$ cat src/rtl/calculator_pkg.sv
// Shared widths and controller state encoding for the calculator datapath.
package calculator_pkg;

  localparam int DATA_W        = 32;
  localparam int MEM_WORD_SIZE = 64;
  localparam int ADDR_W        = 8;

  typedef enum logic [2:0] {
    S_IDLE,
    S_READ,
    S_LOAD,
    S_CAPTURE,
    S_WRITE,
    S_DONE
  } ctrl_state_t;

endpackage

$ cat src/rtl/calc_controller.sv
// Sequences SRAM reads of operand-pair words into the adder and writes packed
// 64-bit results back, two sums per result word.
module calc_controller
  import calculator_pkg::*;
(
  input  logic                     clk_i,
  input  logic                     rst_ni,
  input  logic                     start_i,
  input  logic [ADDR_W-1:0]        read_start_addr_i,
  input  logic [ADDR_W-1:0]        read_end_addr_i,
  input  logic [ADDR_W-1:0]        write_start_addr_i,
  input  logic [ADDR_W-1:0]        write_end_addr_i,
  input  logic [MEM_WORD_SIZE-1:0] rdata_i,
  output logic                     read_o,
  output logic [ADDR_W-1:0]        read_addr_o,
  output logic                     write_o,
  output logic [ADDR_W-1:0]        write_addr_o,
  output logic [DATA_W-1:0]        op_a_o,
  output logic [DATA_W-1:0]        op_b_o,
  output logic                     loc_sel_o,
  output logic                     busy_o,
  output logic                     done_o
);

  ctrl_state_t        state_q, state_d;
  logic [ADDR_W-1:0]  r_ptr_q, r_ptr_d;
  logic [ADDR_W-1:0]  w_ptr_q, w_ptr_d;
  logic [DATA_W-1:0]  op_a_q, op_a_d;
  logic [DATA_W-1:0]  op_b_q, op_b_d;
  logic               loc_sel_q, loc_sel_d;

  logic r_last, w_last;

  assign r_last = (r_ptr_q == read_end_addr_i);
  assign w_last = (w_ptr_q == write_end_addr_i);

  always_comb begin
    state_d   = state_q;
    r_ptr_d   = r_ptr_q;
    w_ptr_d   = w_ptr_q;
    op_a_d    = op_a_q;
    op_b_d    = op_b_q;
    loc_sel_d = loc_sel_q;

    case (state_q)
      S_IDLE: begin
        if (start_i) begin
          r_ptr_d   = read_start_addr_i;
          w_ptr_d   = write_start_addr_i;
          loc_sel_d = 1'b0;
          state_d   = S_READ;
        end
      end
      S_READ: state_d = S_LOAD;
      S_LOAD: begin
        op_a_d  = rdata_i[DATA_W-1:0];
        op_b_d  = rdata_i[MEM_WORD_SIZE-1:DATA_W];
        state_d = S_CAPTURE;
      end
      // The result buffer latches the sum at the end of this cycle, so the
      // half select may only move once we have left it.
      S_CAPTURE: begin
        if (loc_sel_q || r_last) begin
          state_d = S_WRITE;
        end else begin
          loc_sel_d = 1'b1;
          r_ptr_d   = r_ptr_q + 1'b1;
          state_d   = S_READ;
        end
      end
      S_WRITE: begin
        if (r_last || w_last) begin
          state_d = S_DONE;
        end else begin
          r_ptr_d   = r_ptr_q + 1'b1;
          w_ptr_d   = w_ptr_q + 1'b1;
          loc_sel_d = 1'b0;
          state_d   = S_READ;
        end
      end
      S_DONE:  state_d = S_IDLE;
      default: state_d = S_IDLE;
    endcase
  end

  always_ff @(posedge clk_i or negedge rst_ni) begin
    if (!rst_ni) begin
      state_q   <= S_IDLE;
      r_ptr_q   <= '0;
      w_ptr_q   <= '0;
      op_a_q    <= '0;
      op_b_q    <= '0;
      loc_sel_q <= 1'b0;
    end else begin
      state_q   <= state_d;
      r_ptr_q   <= r_ptr_d;
      w_ptr_q   <= w_ptr_d;
      op_a_q    <= op_a_d;
      op_b_q    <= op_b_d;
      loc_sel_q <= loc_sel_d;
    end
  end

  // Strobes decode straight from the state register so a reset drops them at once.
  assign read_o       = (state_q == S_READ);
  assign write_o      = (state_q == S_WRITE);
  assign read_addr_o  = read_o  ? r_ptr_q : '0;
  assign write_addr_o = write_o ? w_ptr_q : '0;
  assign op_a_o       = op_a_q;
  assign op_b_o       = op_b_q;
  assign loc_sel_o    = loc_sel_q;
  assign busy_o       = (state_q != S_IDLE);
  assign done_o       = (state_q == S_DONE);

endmodule
$ cat config.mk
export PLATFORM = sky130hd
export DESIGN_NAME = calc_controller
export DESIGN_NICKNAME = d
export VERILOG_FILES = /design/src/rtl/calculator_pkg.sv /design/src/rtl/calc_controller.sv
export SDC_FILE = /design/constraint.sdc
export NUM_CORES = 1
export LEC_CHECK = 0
export ABC_AREA = 1
export BUFFER_PORTS_ARGS = -buffer_cell sky130_fd_sc_hd__buf_2
export CAP_MARGIN = 25
export CORE_MARGIN = 2
export CORE_UTILIZATION = 35
export CTS_CLUSTER_DIAMETER = 200
export DETAILED_ROUTE_END_ITERATION = 7
export HOLD_SLACK_MARGIN = 0.12
export PLACE_DENSITY = 0.75
export SETUP_SLACK_MARGIN = 0.2
export SYNTH_ARGS = -nofsm -noshare
export SYNTH_HDL_FRONTEND = slang
export SYNTH_SLANG_ARGS = --single-unit
export TNS_END_PERCENT = 1
$ cat constraint.sdc
create_clock -name clk_i -period 1.8 [get_ports clk_i]
set_clock_uncertainty 0.2 [all_clocks]
set_input_delay 0.09 -clock clk_i [delete_from_list [all_inputs] [get_ports clk_i]]
set_output_delay 0.09 -clock clk_i [all_outputs]
set_load 0.01 [all_outputs]
* Yosys cells after proc, flatten, opt, wreduce, memory -nomap -nowiden
Index checks and enable logic that the tools add are counted.
Cells by class: reductions and logical operators 8, muxes and demuxes 17, add/sub/neg operators 2, equal/unequal tests 10
Operators by type and width (count):
- 8-bit two-way mux | 7
- 8-bit case mux with 3 select lines | 1
- 8-bit by 1-bit adder with 8-bit output, second input constant | 2
- 8-bit == test | 2
- 8-bit case mux with 2 select lines | 1
- 3-bit case mux with 5 select lines | 1
- 3-bit two-way mux | 3
- 3-bit by 2-bit == test with 1-bit output, second input constant | 2
- 3-bit == test, second input constant | 2
- 2-bit inequality test, second input constant | 3
- 3-bit nonzero test | 2
- 4-bit AND reduction | 1
- 3-bit by 1-bit == test with 1-bit output, second input constant | 1
- 3-bit logical NOT | 1
- 1-bit two-way mux | 3
- 1-bit case mux with 3 select lines | 1
- 3-bit AND reduction | 1
- 1-bit logical OR | 2
- 2-bit nonzero test | 1
Word-level totals: bits of input ports 99, output and inout bits 85, bits in registers 84

* Depth between registers and ports, before layout
depth after elaboration 4, mapped depth 12, mapped depth without buffers 11

* Least setup slack after synthesis
OpenSTA, ideal clock, no wires.
path type register to register, start point reg state_q[2], end point reg op_a_q[18] (netlist: op_a_o[18]), data arrival time 1.253 ns, setup time 0.128 ns, buffers on the path 2, path slack 0.219 ns, stages on the path, launching flop included 6, path through dfrtp_1 > nor2_1 > nand2_1 > buf_2 > buf_4 > mux2_1
On the way: cells in the longest elaborated chain, start to end 1
RTL lines:
- start, declared | RTL line calc_controller.sv:25 | ctrl_state_t state_q, state_d;
- start signal, assigned | RTL line calc_controller.sv:95 | state_q <= state_d;
- 3-bit by 2-bit == test with 1-bit output | RTL line calc_controller.sv:45 | case (state_q)
- end signal, assigned | RTL line calc_controller.sv:98 | op_a_q <= op_a_d;
- end, declared | RTL line calc_controller.sv:28 | logic [DATA_W-1:0] op_a_q, op_a_d;
Every way passes these cells. A chain may end at the register's enable or synchronous reset.

* Final worst setup path
start point reg state_q[0], end point reg op_b_q[24] (netlist: op_b_o[24])
On the way: cells in the longest elaborated chain, start to end 1
RTL lines:
- 3-bit by 2-bit == test with 1-bit output | RTL line calc_controller.sv:45
- end signal, assigned | RTL line calc_controller.sv:99 | op_b_q <= op_b_d;
- end, declared | RTL line calc_controller.sv:29 | logic [DATA_W-1:0] op_b_q, op_b_d;
Every way passes these cells.

==> qor.txt <==
grt ovf = 0
DR vias/cell = 4.74
peak fanout along the critical path = 38
WL final = 11900 um
CTS tree = yes
outcome = completed
critical path depth = 5
startpoint types = flip-flop
Avg Inst Size Synth = 10.7 sq um
Ports = 184
R2R Path Start = state_q[0]
setup violators final = 0
Synth Register Bits = 84
Netlist cell types = 32
Setup TNS Final = 0 ps
first-pass GRT wire length = 19200 um
Rows = 39
top achievable clock speed = 0.576 GHz
Core Box Area = 11400 sq um
Final Net Count = 771
Crit Path Category = reg -> reg
min-delay src = read_end_addr_i[3]
Worst IR Drop VDD = 830 uV
length of the first detailed-routing pass in iterations = 4
total global-route track usage = 0.189
Gate Count Post-Synth = 379
Yosys warnings = 0
clock sink count = 84
initial core utilization = 0.357
Clock Latency Late Sink = 330 ps
Post-Syn Nets = 480
worst r2r dst = op_b_o[24]
clk slew on worst S/H paths = 60 ps
PD cells = 1600 nW/um^2
residual DRC count = 0
cell family with most CP delay = flip-flops
crit path cell chain = buf_4 > nor2_2 > nand2_2 > buf_12 > mux2_1
Reg2Reg Depth = 5
prevailing post-synth register cell = dfrtp_1
number of diodes = 0
die height = 112 um
Leak = 0.00329 uW
initial drt markers = 151
initial antenna violation count = 0
top cells by area, synth = dfrtp_1, mux2_1, nand2_1, mux2_2, xnor2_1
Hold Path Class = in -> reg
share of flip-flops with an asynchronous set or reset = 1.00
vias in the first global route = 4060
EDFF count, synth = 0
CP max stage delay = 440 ps
DP HPWL = 7720 um
share of cells above drive strength 1 = 0.440
Worst path slowest cell = dfrtp_2
GP Congestion = 0.875
Seq/Total Area, Yosys = 0.517
setup ws final = 64.9 ps
largest net degree at the start of global routing = 42
Crit path required time = 1800 ps
slew margin rel. = 0.744
CP endpoint kind = flip-flop
fillers = 927
die area = 12500 sq um
most common cell in the netlist = dfrtp_1
worst slack, placed = 56.2 ps
number of max-cap violations = 0
commonest cells in the netlist = dfrtp_1, nand2_1, mux2_1, inv_1, nor2_1
Longest Clk Path Bufs = 2
Max Slew Vio Count = 0
RSZ-0062 raised after global routing = true
Mapped Area = 4060 sq um
Syn-to-layout area delta = 62.7%
Yosys top cell by area = dfrtp_1
Port Buffer Count = 183
Final Cycle Share = 0.964
Critical Path Start = state_q[0]
CTS Root Cell = clkbuf_16
placed insts = 699
die width = 112 um
via count = 3881
Final ANT Viol Nets = 0
crit path to = op_b_o[24]
non-filler cells in the finished layout = 818
TritonCTS buffer count = 9
H-tree levels = 3
Hold Vio Cnt, Final = 0
WP data arrival = 1740 ps
routed len/inst = 14.6 um
share of the synthesized area in the top cell type = 0.517
WP buf/inv = 2
R2R Setup Slk = 60 ps
Tmin final = 1740 ps
Worst-Margin Slew = 384 ps
## layout make-up
cell class	count	area (sq um)	area share
clock buffers	9	225	0.0341
inverters	31	126	0.0191
repair buffers	288	1980	0.300
multi-input cells	256	1910	0.289
clock inverters	7	73.8	0.0112
well taps	143	179	0.0271
flip-flops and latches	84	2110	0.320
## kinds of logic (layout without fill, tap and decap cells)
family / after synthesis / after routing / share of synthesized area
AO/OA/AOI/OAI: 19 / 19 / 0.0317
XOR/XNOR: 18 / 18 / 0.0388
adder cells (fa/ha/maj): 2 / 2 / 0.00616
buffers and inverters: 44 / 335 / 0.0542
flip-flops: 84 / 84 / 0.517
multiplexers: 68 / 68 / 0.187
AND/OR/NAND/NOR: 144 / 149 / 0.165
## sequential cells by signal, indices dropped and copies added, names as in the netlist
| signal | cells |
|---|---|
| loc_sel_o | 1 |
| op_a_o | 32 |
| op_b_o | 32 |
| r_ptr_q | 8 |
| state_q | 3 |
| w_ptr_q | 8 |
## stage by stage
step	instance area [sq um]	total power, uW	utilization	hold slack, ps
after global placement	5150	7800	0.453	-157
after floorplan	4060	6440	-	-406
after CTS	6420	10300	0.565	110
final	6610	10600	0.582	171
after global routing	6610	11300	0.582	179
after detailed placement	5150	8020	0.453	-150
## tightest hold or removal path: stages
cell	delay, ps
buf_2	90
xnor2_1	60
nand2_1	70
nor2_2	40
nand2_2	110
nand3_1	120
nand2_1	90
## how the worst min path moves through the flow
stage,end,slack [ps],cells past startpoint
2_1_floorplan,loc_sel_o,-410,0
3_3_place_gp,op_b_o[18],-160,1
3_5_place_dp,op_a_o[24],-150,1
4_1_cts,loc_sel_o,110,7
5_1_grt,loc_sel_o,180,7
6_report,loc_sel_o,170,7
## cell usage in the layout, fill, tap and decap left out, drive strengths merged, types with 2 or more instances in the layout
master / netlist / routed
mux2: 64 / 64
inv: 31 / 33
nand4: 8 / 8
buf: 13 / 204
nand2: 91 / 95
dfrtp: 84 / 84
xor2: 6 / 6
o21ai: 13 / 13
nand3: 12 / 13
ha: 2 / 2
dlygate4sd3: 0 / 84
nor2: 29 / 29
xnor2: 12 / 12
clkinv: 0 / 3
nor3: 3 / 3
clkbuf: 0 / 9
a21oi: 3 / 3
mux2i: 4 / 4
## metal layers
layer,vias up,global-route usage,wire length (um)
met5,-,0,0
li1,1832,-,-
met3,27,0.0463,649
met2,150,0.353,6490
met1,1872,0.211,4550
met4,0,0.0568,233
## where the power goes
| part | leakage, uW | internal (uW) | total, uW | switching (uW) |
|---|---|---|---|---|
| logic | 0.00216 | 2410 | 5130 | 2720 |
| registers | 0.000982 | 2890 | 3590 | 698 |
| clock network | 0.000146 | 1080 | 1840 | 755 |
| total | 0.00329 | 6380 | 10600 | 4180 |
## timing repair
| item | in CTS | in global routing |
|---|---|---|
| hold buffers | 84 | 0 |
| gates resized for setup | 13 | 38 |
| pin swaps | 3 | 10 |
| hold endpoints to repair | 166 | 0 |
| setup buffers | 9 | 5 |
| setup endpoints to repair | 97 | 159 |
| gates cloned | 2 | 3 |
Note: power is estimated with default switching activity, not from simulation.
